===== config.mk =====
export PLATFORM = sky130hd
export DESIGN_NAME = moxie_ifetch_wb
export DESIGN_NICKNAME = d
export VERILOG_FILES = /design/src/rtl/moxie_ifetch_wb.sv
export SDC_FILE = /design/constraint.sdc
export NUM_CORES = 1
export LEC_CHECK = 0
export BUFFER_PORTS_ARGS = -buffer_cell sky130_fd_sc_hd__buf_2
export CAP_MARGIN = 20
export CORE_MARGIN = 5
export CORE_UTILIZATION = 35
export CTS_CLUSTER_SIZE = 10
export DETAILED_ROUTE_END_ITERATION = 6
export GPL_TIMING_DRIVEN = 0
export PLACE_DENSITY_LB_ADDON = 0.3
export SLEW_MARGIN = 20
export SYNTH_ARGS = -nofsm -noshare
export SYNTH_HDL_FRONTEND = slang
export SYNTH_SLANG_ARGS = --single-unit
export TNS_END_PERCENT = 10

===== constraint.sdc =====
create_clock -name clk_i -period 13.6 [get_ports clk_i]
set_input_delay 1.36 -clock clk_i [delete_from_list [all_inputs] [get_ports clk_i]]
set_output_delay 1.36 -clock clk_i [all_outputs]
set_load 0.005 [all_outputs]

===== src/rtl/moxie_ifetch_wb.sv =====
// Moxie instruction fetch: Wishbone master filling a halfword queue, 16/48-bit length decode, valid/stall output.
// Define MOXIE_IFETCH_PERF_EN to add starve_count_o, a saturating count of cycles with no valid instruction.
module moxie_ifetch_wb #(
    parameter logic [31:0] RESET_VECTOR = 32'h00001000,
    parameter int          QDEPTH       = 6
) (
    input  logic        clk_i,
    input  logic        rst_i,
    output logic [31:0] wb_I_adr_o,
    output logic        wb_I_cyc_o,
    output logic        wb_I_stb_o,
    output logic        wb_I_we_o,
    input  logic [31:0] wb_I_dat_i,
    input  logic        wb_I_ack_i,
    input  logic        stall_i,
    input  logic        branch_flag_i,
    input  logic [31:0] branch_target_i,
    output logic [15:0] opcode_o,
    output logic [31:0] operand_o,
    output logic        valid_o
`ifdef MOXIE_IFETCH_PERF_EN
    ,
    output logic [31:0] starve_count_o
`endif
);

    typedef enum logic [1:0] {IDLE, REQ, DISCARD} state_t;

    state_t      state, state_next;
    logic [29:0] adr, adr_next, target, target_next;
    logic        drop, drop_next;
    logic [3:0]  count, count_next, remain, pop, push, free_now, free_after;
    logic [15:0] q   [QDEPTH];
    logic [15:0] ext [16];
    logic [15:0] nxt [16];
    logic        head_long, valid, consume, accept;
    logic        unused_bits;

    function automatic logic is_long(input logic [15:0] h);
        if (h[15]) return 1'b0;
        case (h[15:8])
            8'h01, 8'h03, 8'h08, 8'h09, 8'h0C, 8'h0D, 8'h1A, 8'h1B, 8'h1D,
            8'h1F, 8'h20, 8'h22, 8'h24, 8'h36, 8'h37, 8'h38, 8'h39: return 1'b1;
            default: return 1'b0;
        endcase
    endfunction

    assign unused_bits = branch_target_i[0];

    assign head_long  = is_long(q[0]);
    assign valid      = count >= (head_long ? 4'd3 : 4'd1);
    assign consume    = valid && !stall_i && !branch_flag_i;
    assign accept     = (state == REQ) && wb_I_ack_i && !branch_flag_i;
    assign pop        = consume ? (head_long ? 4'd3 : 4'd1) : 4'd0;
    assign push       = accept ? (drop ? 4'd1 : 4'd2) : 4'd0;
    assign remain     = count - pop;
    assign free_now   = 4'(QDEPTH) - remain;
    assign free_after = free_now - push;
    assign count_next = branch_flag_i ? 4'd0 : remain + push;

    assign valid_o    = valid;
    assign opcode_o   = valid ? q[0] : 16'h0;
    assign operand_o  = (valid && head_long) ? {q[1], q[2]} : 32'h0;
    assign wb_I_adr_o = {adr, 2'b00};
    assign wb_I_cyc_o = (state != IDLE);
    assign wb_I_stb_o = (state != IDLE);
    assign wb_I_we_o  = 1'b0;

    // Queue update: shift out the popped halfwords, then append this cycle's push at the new tail.
    always_comb begin
        for (int i = 0; i < 16; i++) ext[i] = 16'h0;
        for (int i = 0; i < QDEPTH; i++) ext[i] = q[i];
        for (int i = 0; i < 16; i++) nxt[i] = ext[4'(i) + pop];
        if (accept) begin
            if (drop) begin
                nxt[remain] = wb_I_dat_i[15:0];
            end else begin
                nxt[remain]        = wb_I_dat_i[31:16];
                nxt[remain + 4'd1] = wb_I_dat_i[15:0];
            end
        end
    end

    always_comb begin
        state_next  = state;
        adr_next    = adr;
        target_next = target;
        drop_next   = drop;
        if (branch_flag_i) begin
            drop_next = branch_target_i[1];
            // An unacknowledged cycle must still complete at its old address before redirecting.
            if (state != IDLE && !wb_I_ack_i) begin
                state_next  = DISCARD;
                target_next = branch_target_i[31:2];
            end else begin
                state_next = REQ;
                adr_next   = branch_target_i[31:2];
            end
        end else begin
            unique case (state)
                IDLE: if (free_now >= 4'd2) state_next = REQ;
                REQ: begin
                    if (wb_I_ack_i) begin
                        adr_next   = adr + 30'd1;
                        drop_next  = 1'b0;
                        state_next = (free_after >= 4'd2) ? REQ : IDLE;
                    end
                end
                DISCARD: begin
                    if (wb_I_ack_i) begin
                        adr_next   = target;
                        state_next = REQ;
                    end
                end
                default: state_next = IDLE;
            endcase
        end
    end

    always_ff @(posedge clk_i) begin
        if (rst_i) begin
            state  <= IDLE;
            adr    <= RESET_VECTOR[31:2];
            target <= 30'h0;
            drop   <= RESET_VECTOR[1];
            count  <= 4'd0;
        end else begin
            state  <= state_next;
            adr    <= adr_next;
            target <= target_next;
            drop   <= drop_next;
            count  <= count_next;
        end
    end

    always_ff @(posedge clk_i) begin
        for (int i = 0; i < QDEPTH; i++) q[i] <= nxt[i];
    end

`ifdef MOXIE_IFETCH_PERF_EN
    function automatic logic [31:0] sat_inc(input logic [31:0] v);
        return (v == 32'hFFFF_FFFF) ? v : v + 32'd1;
    endfunction

    always_ff @(posedge clk_i) begin
        if (rst_i) starve_count_o <= 32'h0;
        else if (!valid) starve_count_o <= sat_inc(starve_count_o);
    end
`endif

endmodule


==> flow_summary.yaml <==
status:
  status: "finished clean"
pwr:
  p_leak_uw: 0.00517
  switchingPower_uw: 1090
  max-vdd-ir-drop_uv: 118
  power.clock.fraction_pct: 21.8
  powerDensity_nw_per_um2: 174
  comb_power_share_pct: 43.7
  p_int_uw: 1220
  p_sw_share_pct: 47.2
  p_seq_share_pct: 34.4
timing:
  max_freq_mhz: 128
  setup_viol_count_final: 0
  tns_ns: 0
  min_period_ns: 7.81
  rsz0062_at_grt: "false"
  fin_crit_sh_pct: 57.4
  maxSlewHeadroom_pct: 26.3
  tightest_slew_ns: 1.09
  slew_violations: 0
  finClkSkew_ns: 0.0198
  hold_viol_final: 0
placement:
  dpl.hpwl_um: 39700
  io_buffers: 147
  place.gp.congestion: 0.997
  placed_cell_area_um2: 12700
logic_synthesis:
  synth_xor_area_share_pct: 1.83
  synth_most_common_cell: "nand2_1"
  synth_compound_area_share_pct: 36.0
  synth-seq-cells: 163
  yosys_warnings: 0
  synth_top_family_by_area: "compound AO/OA/AOI/OAI gates"
  synth.avg_cell_area_um2: 7.33
  yosys.area_share.simple_pct: 22.9
  synth_fa_ha_area_share_pct: 1.23
  synth.top_cell.area_share_pct: 28.6
  synth_flop_cell: "dfxtp_1"
  async_reset_ff_share_pct: 0
  synth_edf_count: 0
  synth.mux.area_fraction_pct: 1.93
  netlist_instances: 1555
  synth_common_cells: "nand2_1, dfxtp_1, o21ai_0, clkbuf_1, nor2_1"
  post-synth-top-area-cell: "dfxtp_1"
  synthesis.area_um2: 11400
  synth.distinct_cells: 83
  ys_seq_area_share_pct: 28.6
  synth.area.top_cells: "dfxtp_1, nand2_1, o21ai_0"
min_path:
  min_path_type: "reg -> reg"
clock_network:
  cts_buffers: 17
  hold_buffers: 0
  cts.path.max_buffers: 2
  h-tree-depth: 4
  clk_pin_slew_worst_paths_ns: 0.07
  worstSkewPairLatency_ns: 0.46
  cts_sinks: 163
  cts_tree: "yes"
  post_cts_buffers: 0
  cts-resized-gates: 0
  cts-root-buf: "clkbuf_16"
drt:
  drt_pre_antenna_iters: 6
  vias_per_cell: 6.13
  avgRoutedWirePerCell_um: 23.8
  drcViolationCount: 0
  drtAntennaViolNets: 0
  drt_iter0_drc: 1574
  num_vias: 13300
  wl_um: 51800
worst_setup_path:
  startpoint: "q[0][13]"
  critPathMaxFanout: 10
  criticalPathCategory: "reg -> reg"
  r2r_start: "q[0][13]"
  worstSetupStartpointType: "flip-flop"
  worst_ep_arrival_time_ns: 8.16
  reg2reg_slack_ns: 5.79
  reg2reg_depth: 25
  r2r_end: "state[0]"
  cp-end-kind: "flip-flop"
  cp.required_ns: 13.95
  crit_end: "state[0]"
job:
  max_cap_violations: 0
final_layout:
  drive_above_1_share_pct: 15.7
  diodes: 0
  num-nets-final: 1802
  nFillCells: 3440
  stdcell_area_um2: 13300
  area_growth_syn_to_layout_pct: 16.5
floorplan:
  ios: 153
  die_h_um: 190
  dieArea_um2: 36300
  fp.dieW_um: 190
  initial_utilization_pct: 35.2
  rows: 66
  core_um2: 32400
global_routing:
  grt.overflow.total: 0
  grt_pass1_vias: 12300
  grt_max_degree: 19
  grt_pass1_wl_um: 77400
  grtUsageTotal_pct: 27.5
  antenna_found_initial: 1
## metal layers
metal | GRT usage [%] | up-vias | share of wire [%]
met5 | 0 | - | 0.014
met4 | 9.36 | 2 | 3.2
met3 | 6.22 | 100 | 11
met2 | 41.8 | 801 | 43
met1 | 38.6 | 6306 | 42
li1 | - | 6132 | -
## worst min path at each step
| stage | depth (start not counted) | startpoint | slack (ns) | end |
|---|---|---|---|---|
| 2_1_floorplan | 2 | target[17] | 0.43 | target[17] |
| 3_3_place_gp | 2 | target[22] | 0.44 | target[22] |
| 3_5_place_dp | 2 | target[22] | 0.44 | target[22] |
| 4_1_cts | 2 | target[22] | 0.45 | target[22] |
| 5_1_grt | 2 | target[22] | 0.46 | target[22] |
| 6_report | 2 | target[22] | 0.45 | target[22] |
## kinds of logic (layout without fill, tap and decap cells)
logic type	after synthesis	in the layout
buffers and inverters	204	383
and+or+nand+nor	538	538
other	1	3
adders and majority gates	10	10
DFF	163	163
AOI/OAI and AO/OA	596	596
muxes	20	20
xor gates and xnor gates	23	23
## critical path, cell delays in order (launching register included)
cell	delay, ns
dfxtp_1	0.30
buf_2	0.21
nor4b_1	0.36
a2111oi_2	0.11
a41o_1	0.29
nor2_2	0.55
inv_1	0.30
ha_1	0.36
a2111o_1	0.28
nand2_1	0.15
inv_2	0.22
clkbuf_1	0.46
clkbuf_1	0.57
ha_1	0.31
fa_1	0.49
buf_2	0.23
nand2b_1	0.09
clkbuf_1	0.49
clkbuf_1	0.58
nand2_1	0.27
inv_1	0.11
ha_1	0.23
a21oi_1	0.16
xnor2_1	0.15
nand4b_1	0.13
a32o_1	0.27
## registers in the layout, indices dropped and copies added, names as in the netlist
signal  count
adr        30
target     30
drop        1
state       2
q          96
count       4
## layout by cell type, fill, tap and decap left out, types with 14 or more instances in the layout
| cell type | netlist | layout |
|---|---|---|
| o21ai_0 | 139 | 139 |
| nor3_1 | 54 | 54 |
| o221ai_1 | 14 | 14 |
| nand3_1 | 36 | 36 |
| a31o_2 | 15 | 15 |
| a211oi_1 | 47 | 47 |
| mux2_2 | 16 | 16 |
| o22ai_1 | 22 | 22 |
| o211ai_1 | 29 | 29 |
| a22o_1 | 16 | 16 |
| a2bb2oi_1 | 16 | 16 |
| and2_1 | 33 | 33 |
| clkbuf_1 | 121 | 121 |
| a21boi_0 | 16 | 16 |
| o31ai_1 | 19 | 19 |
| nand2_1 | 189 | 189 |
| nor2_1 | 106 | 106 |
| o21a_1 | 19 | 19 |
| a221o_1 | 16 | 16 |
| and3_1 | 57 | 57 |
| inv_1 | 37 | 37 |
| buf_2 | 27 | 174 |
| a221oi_1 | 33 | 33 |
| clkbuf_16 | 0 | 17 |
| a21o_1 | 19 | 19 |
| a22oi_1 | 16 | 16 |
| a21oi_1 | 92 | 92 |
| a211o_1 | 17 | 17 |
| a311oi_1 | 16 | 16 |
| dfxtp_1 | 163 | 163 |
## layout make-up
type / instances / area [um^2] / share of cell area, %
clock buffers: 17 / 425 / 3.20
inverters: 38 / 143 / 1.07
repair buffers: 147 / 736 / 5.54
multi-input cells: 1190 / 7290 / 54.9
flip-flops and latches: 163 / 3260 / 24.6
well taps: 442 / 553 / 4.16
plain buffers: 166 / 712 / 5.36
clock inverters: 15 / 159 / 1.20
## stage by stage
stage | utilization (%) | setup WS, ns | power (uW) | cells | hold slack [ns]
detailed placement | 39.2 | 6.04 | 1760 | 2146 | 0.444
finish | 41.0 | 5.79 | 2310 | 2178 | 0.454
floorplan | - | 8.23 | 1360 | 1557 | 0.432
CTS | 41.0 | 6.00 | 2260 | 2178 | 0.454
global placement | 39.2 | 6.05 | 1750 | 2146 | 0.441
global route | 41.0 | 5.53 | 2400 | 2178 | 0.465
## power groups by stage
stage	clock [uW]	sequential (uW)	combinational (uW)
6_report	504	794	1010
5_1_grt	523	805	1070
4_1_cts	504	783	971
3_5_place_dp	0	794	967
3_3_place_gp	0	792	959
2_1_floorplan	0	711	651
Power figures use the tool's default switching activity.
